<file path="src/rtl/async_fifo.sv">
// async_fifo: single-clock FIFO with binary wrap-bit pointers and registered read data
module async_fifo #(
  parameter int DATA_WIDTH = 8,
  parameter int ADDR_WIDTH = 4
) (
  input  logic                  clk,
  input  logic                  rst_n,
  input  logic                  wr_en,
  input  logic [DATA_WIDTH-1:0] wr_data,
  input  logic                  rd_en,
  output logic [DATA_WIDTH-1:0] rd_data,
  output logic                  fifo_Full,
  output logic                  fifo_Empty
);
  localparam int DEPTH = 1 << ADDR_WIDTH;
  localparam logic [ADDR_WIDTH:0] PTR_ONE = 1;
  logic [DATA_WIDTH-1:0] mem [DEPTH];
  logic [ADDR_WIDTH:0] wr_ptr, rd_ptr;
  logic wr_ok, rd_ok;
  // flags and acceptance from the pre-edge pointers; the wrap bit separates full from empty
  always_comb begin
    fifo_Empty = wr_ptr == rd_ptr;
    fifo_Full = (wr_ptr[ADDR_WIDTH] != rd_ptr[ADDR_WIDTH]) && (wr_ptr[ADDR_WIDTH-1:0] == rd_ptr[ADDR_WIDTH-1:0]);
    wr_ok = wr_en && !fifo_Full;
    rd_ok = rd_en && !fifo_Empty;
  end
  // pointers and read register; reset empties the FIFO and wins over any request
  always_ff @(posedge clk) begin
    if (!rst_n) begin
      wr_ptr <= '0;
      rd_ptr <= '0;
      rd_data <= '0;
    end else begin
      if (wr_ok) wr_ptr <= wr_ptr + PTR_ONE;
      if (rd_ok) begin
        rd_ptr <= rd_ptr + PTR_ONE;
        rd_data <= mem[rd_ptr[ADDR_WIDTH-1:0]];
      end
    end
  end
  // storage is never cleared, only written on accepted writes
  always_ff @(posedge clk) begin
    if (rst_n && wr_ok) mem[wr_ptr[ADDR_WIDTH-1:0]] <= wr_data;
  end
endmodule

</file>
<file path="config.mk">
export PLATFORM = sky130hd
export DESIGN_NAME = async_fifo
export DESIGN_NICKNAME = d
export VERILOG_FILES = /design/src/rtl/async_fifo.sv
export SDC_FILE = /design/constraint.sdc
export NUM_CORES = 1
export LEC_CHECK = 0
export CAP_MARGIN = 20
export CORE_ASPECT_RATIO = 1.2
export CORE_MARGIN = 1.5
export CORE_UTILIZATION = 30
export DETAILED_ROUTE_END_ITERATION = 16
export PLACE_DENSITY = 0.49
export SLEW_MARGIN = 40
export SYNTH_ARGS = -nofsm -noshare
export SYNTH_HDL_FRONTEND = slang
export SYNTH_SLANG_ARGS = --single-unit
</file>
<file path="constraint.sdc">
create_clock -name clk -period 4.7 [get_ports clk]
set_input_delay 0.94 -clock clk [delete_from_list [all_inputs] [get_ports clk]]
set_output_delay 0.94 -clock clk [all_outputs]
set_load 0.02 [all_outputs]
</file>
; After elaboration in Yosys (flattened, before gate mapping)
; Memories as Yosys holds them, arrays and structs flattened. A register that Yosys moved wholly into a read port is not among the register bits.
; Index checks and enable logic that the tools add are counted.
; Widths: inputs -> output; s select.
[word_totals]
in_bits = 12
ram_bits = 128
n_memories = 1
ff_bits = 10
[mem_list]
columns = name, words, word_bits, read_ports, rd_ports_with_merged_regs, wr, line_no
row1 = mem, 16, 8, 1, 1, 1, 17  ; logic [DATA_WIDTH-1:0] mem [DEPTH];
[op_classes]
n_reduce_logical = 7
add_sub_neg = 2
n_eq_ne = 3
muxes = 2
[op_table]
columns = operator, n
row1 = $add 5x1->5 const B, 2
row2 = $eq 5x5->1, 1
row3 = $eq 4x4->1, 1
row4 = $logic_and 1x1->1, 4
row5 = $logic_not 1->1, 3
row6 = $mux 1, 2
row7 = $ne 1x1->1, 1

; Logic depth before layout (Yosys ltp)
[depth]
depth_word = 7
depth_mapped = 8

; Worst setup path after synthesis
; No wires, ideal clock.
[synth_timing]
path_kind = input to register
start = in rst_n
end = mem mem[6][0] (enable)
path_buffers = 1
slack_ns = 2.059
setup_time_ns = 0.398
t_arrival_ns = 2.243
path_stages = 3
t_required_ns = 4.302
path_cell_list = clkbuf_1 > nand2_1 > nor4b_1
[synth_via]
elab_chain_cells = 3
[synth_rtl]
columns = element, line_no
row1 = start: declaration, 7  ; input logic rst_n,
row2 = $logic_and 1x1->1, 43  ; if (rst_n && wr_ok) mem[wr_ptr[ADDR_WIDTH-1:0]] <= wr_data;
row3 = $mux 1, 43
row4 = $mux 1 (not written as such), 43
row5 = end: declaration, 17
; No other way between the ends.

; Worst setup path in the final report
[layout_timing]
start = reg rd_ptr[3]
end = out fifo_Empty
[layout_via]
elab_chain_cells = 1
[layout_rtl]
columns = element, line_no
row1 = start: declaration, 18  ; logic [ADDR_WIDTH:0] wr_ptr, rd_ptr;
row2 = start signal: assignment, 36  ; rd_ptr <= rd_ptr + PTR_ONE;
row3 = $eq 5x5->1, 22  ; fifo_Empty = wr_ptr == rd_ptr;
row4 = end: declaration, 13  ; output logic fifo_Empty
; No other way between the ends.

==> run summary <==
===============================================================================================
Total Neg Setup Slack                                                                      0 ps
Area after DPL                                                                     0.006519 mm2
CTS buffer count                                                                             17
Vias in the first global route                                                            3,199
Gate Count Post-Synth                                                                       339
Internal power contribution                                                            2.276 mW
Hold/Removal Path Class                                                            flop to flop
Total of flip-flops plus latches after synthesis                                            146
Clock tree root driver cell                                                        sky130_fd_sc_hd__clkbuf_16
Worst hold stages                                                                             2
Worst Hold Path EP                                                                   rd_data[6]
Final wirelength                                                                      12,260 um
CTS tree                                                                                   done
Combined buffer and inverter count along the critical path                                    1
Finished Cell Area                                                                 0.007086 mm2
Antenna viol nets, final                                                                      0
Total global routing overflow                                                                 0
Power density over the cells                                                       431.4 mW/mm2
Synth warn                                                                                    0
Initial core utilization                                                                 30.52%
Clock insertion delay at the later pin of the skew report                                420 ps
Number of buffers added for setup after CTS                                                   0
Peak Freq                                                                            0.3032 GHz
Post-CTS Hold Buffers                                                                         0
Cells along the critical path                                                      xnor2_1 > nand4_2 > nor2_1 > clkdlybuf4s50_1
Critical path startpoint category                                                          flop
HPWL after DPL                                                                          7859 um
Antenna cell count                                                                            0
NumNets Final                                                                               393
Peak ir drop on the vdd network                                                       0.2131 mV
Reg-to-Reg Start                                                                      rd_ptr[3]
Number of remaining DRC errors                                                                0
Vias after detailed routing                                                               3,045
Count of final max-slew check failures                                                        0
Final Hold Violating Endpoints                                                                0
Clock input transition at the sequential cells of the worst setup and hold paths          60 ps
Number of antenna violations at the first check in global routing                             0
Biggest area consumer among synthesized cells                                      sky130_fd_sc_hd__edfxtp_1
Routability cong.                                                                        0.7359
Net switching power                                                                   0.7812 mW
Count of cells along the worst register-to-register path                                      5
Wire length per cell                                                                   18.86 um
Cells after DPL                                                                             618
Quantity of I/O buffers inserted on ports                                                    21
Post-synthesis cell type count                                                               38
Library cell contributing the largest single delay on the critical path            sky130_fd_sc_hd__dfxtp_1
Number of levels in the clock H-tree                                                          4
Largest cells by area after synthesis                                              sky130_fd_sc_hd__edfxtp_1, sky130_fd_sc_hd__dfxtp_1, sky130_fd_sc_hd__mux4_1
Clock tree skew after final layout                                                     8.648 ps
Top-Level Pins                                                                               22
Post-synthesis to final-layout area growth                                               19.20%
Pin count of the biggest net entering global routing                                         53
Clock share of power                                                                      41.6%
Cell class contributing the biggest share of worst-path delay                        flip-flops
Number of clock sinks                                                                       146
Detailed Route Iter0 Violations                                                             150
Hold Path Origin                                                                     rd_data[6]
Mean number of vias per cell                                                              4.685
Synthesized net count                                                                       356
Width of the die                                                                       131.5 um
Area inside the core boundary                                                       0.01948 mm2
Die outline height                                                                     157.2 um
Worst path arrival time                                                                 2360 ps
Required time at the worst-slack endpoint                                               3760 ps
Reported max-cap violation count                                                              0
LEAKAGE                                                                                2.220 nW
Mean post-synth cell area                                                             17.54 um2
Num rows                                                                                     56
Net switching share of the total power                                                   25.55%
Share of the clock period used by the worst path after layout                            70.17%
Pin slew with the least headroom to its limit                                          708.2 ps
Wire length of the first global-routing pass                                          18,910 um
Minimum clock period                                                                    3298 ps
Min Hold Slack                                                                         539.4 ps
Global Route Usage Sum                                                                   12.70%
Endpoints failing setup                                                                       0
Area of the die                                                                     0.02067 mm2
Crit path capture type                                                              output port
Worst-case headroom to the max-slew limit                                                52.64%
Proportion of layout cells with a drive suffix above 1                                   21.59%
CP max FO                                                                                    20
Combinational share of power                                                              10.8%
Post-route insts no fill                                                                    650
Setup CP Type                                                                      flop to output port
Longest Clk Path Bufs                                                                         2
Worst reg-to-reg setup slack                                                            2290 ps
Cts repair resizes                                                                            0
Post-synth top area share                                                                64.66%
Sequential fraction of design power                                                       47.6%
Maximum cell stage delay along the critical path                                         760 ps
Sequential-to-total area share from yosys stat                                           70.72%
Endpoint of the lowest-slack register-to-register path                                mem[4][1]
Syn Std Cell Area                                                                  0.005944 mm2
First-pass detailed-route iteration total                                                     4
Result of the run                                                                  finished clean
RSZ-0062 raised after global routing                                                      false
===============================================================================================
## cells in the mapped netlist
library cell	n
sky130_fd_sc_hd__nor2_1	2
sky130_fd_sc_hd__edfxtp_1	128
sky130_fd_sc_hd__nand4_2	1
sky130_fd_sc_hd__nor3_1	13
sky130_fd_sc_hd__a211oi_1	8
sky130_fd_sc_hd__buf_4	1
sky130_fd_sc_hd__o211ai_1	2
sky130_fd_sc_hd__buf_6	2
sky130_fd_sc_hd__o21ai_0	10
sky130_fd_sc_hd__nand3_1	3
sky130_fd_sc_hd__buf_12	1
sky130_fd_sc_hd__nor4_1	8
sky130_fd_sc_hd__o22ai_1	8
sky130_fd_sc_hd__nor2b_1	9
sky130_fd_sc_hd__o21ai_1	1
sky130_fd_sc_hd__buf_2	8
sky130_fd_sc_hd__nand2_1	10
sky130_fd_sc_hd__xor2_1	1
sky130_fd_sc_hd__o21a_1	3
sky130_fd_sc_hd__nor4b_1	4
sky130_fd_sc_hd__and2_1	4
sky130_fd_sc_hd__or3_1	1
sky130_fd_sc_hd__mux2i_1	2
sky130_fd_sc_hd__mux4_1	13
sky130_fd_sc_hd__nand2b_1	3
sky130_fd_sc_hd__ha_1	5
sky130_fd_sc_hd__clkbuf_8	1
sky130_fd_sc_hd__xnor2_1	9
sky130_fd_sc_hd__and4_1	1
sky130_fd_sc_hd__dfxtp_1	18
sky130_fd_sc_hd__a21oi_1	16
sky130_fd_sc_hd__a21boi_0	2
sky130_fd_sc_hd__o21ai_2	1
sky130_fd_sc_hd__mux2_2	16
sky130_fd_sc_hd__clkbuf_1	9
sky130_fd_sc_hd__o31ai_1	1
sky130_fd_sc_hd__inv_1	3
sky130_fd_sc_hd__mux4_2	11
## worst max-delay path by stage
stage / startpoint / end / slack [ps] / cells after the start
after detailed placement: rd_ptr[3] / fifo_Empty / 1810 / 4
final: rd_ptr[3] / fifo_Empty / 1400 / 4
after global routing: rd_ptr[3] / fifo_Full / 1220 / 4
after floorplan: rst_n / mem[6][0] / 2060 / 3
after global placement: rst_n / mem[4][6] / 1690 / 4
after CTS: rd_ptr[3] / fifo_Empty / 1360 / 4
## placed cells by master, fill, tap and decap left out, drive strengths merged
| master | n |
|---|---|
| clkbuf | 17 |
| o211ai | 2 |
| buf | 19 |
| nor3 | 13 |
| nand2 | 10 |
| o21ai | 12 |
| edfxtp | 128 |
| o31ai | 1 |
| or3 | 1 |
| mux2i | 2 |
| clkinvlp | 1 |
| o22ai | 8 |
| o21a | 3 |
| xnor2 | 9 |
| a211oi | 8 |
| nor2 | 2 |
| inv | 12 |
| and4 | 1 |
| a21boi | 2 |
| ha | 5 |
| mux2 | 16 |
| nand3 | 3 |
| nor4b | 4 |
| nand2b | 3 |
| mux4 | 24 |
| xor2 | 1 |
| nor2b | 9 |
| nand4 | 1 |
| dfxtp | 18 |
| nor4 | 8 |
| a21oi | 16 |
| clkinv | 5 |
| and2 | 4 |
| clkdlybuf4s50 | 21 |
## registers in the layout, indices dropped and copies added, names as in the netlist
| register | flops |
|---|---|
| mem | 128 |
| rd_data | 8 |
| rd_ptr | 5 |
| wr_ptr | 5 |
## worst register-to-register path, stage by stage (launching register included)
cell and delay (ps):
sky130_fd_sc_hd__dfxtp_1 760, sky130_fd_sc_hd__xnor2_1 180, sky130_fd_sc_hd__nand4_2 200, sky130_fd_sc_hd__o21ai_2 70, sky130_fd_sc_hd__buf_4 220, sky130_fd_sc_hd__nor4b_4 620
## final cells by class
type	count	area, um2
Inverter	3	11.26
Fill cell	1861	12390
Sequential cell	146	4207
Clock inverter	15	141.4
Tap cell	261	326.6
Multi-Input combinational cell	168	1622
Clock buffer	17	425.4
Timing Repair Buffer	40	352.8
## logic make-up (layout without fill, tap and decap cells)
logic type      Yosys count  after routing  share of synthesized area [%]
flops                   146            146                          70.72
simple gates             59             59                          5.683
compound gates           52             52                          5.283
mux                      42             42                          13.28
buf+inv                  25             75                          2.505
xor+xnor                 10             10                          1.473
fa+ha+maj                 5              5                          1.052
## through the flow
step | total power [mW] | utilization, % | setup slack, ps
final | 3.057 | 36.38 | 1402
after global routing | 3.180 | 36.38 | 1219
after CTS | 3.103 | 36.38 | 1361
after detailed placement | 1.821 | 33.47 | 1812
after global placement | 1.816 | 33.38 | 1690
after floorplan | 1.690 | - | 2059
## layer usage
| metal | vias up | global-route usage (%) | wire length, um | part of all wire (%) |
|---|---|---|---|---|
| met3 | 10 | 3.027 | 255 | 2.1 |
| li1 | 1440 | - | - | - |
| met2 | 42 | 22.63 | 6525 | 53 |
| met1 | 1553 | 15.01 | 5349 | 44 |
| met4 | 0 | 4.603 | 127 | 1.0 |
| met5 | - | 0 | 0 | 0 |
## power by group through the flow
stage               Clock, mW  Combinational [mW]  Sequential (mW)
finish                   1.27               0.329             1.46
floorplan                   0               0.190             1.50
global route             1.36               0.361             1.46
detailed placement          0               0.336             1.49
global placement            0               0.333             1.48
CTS                      1.31               0.337             1.46
Power figures use the tool's default switching activity.
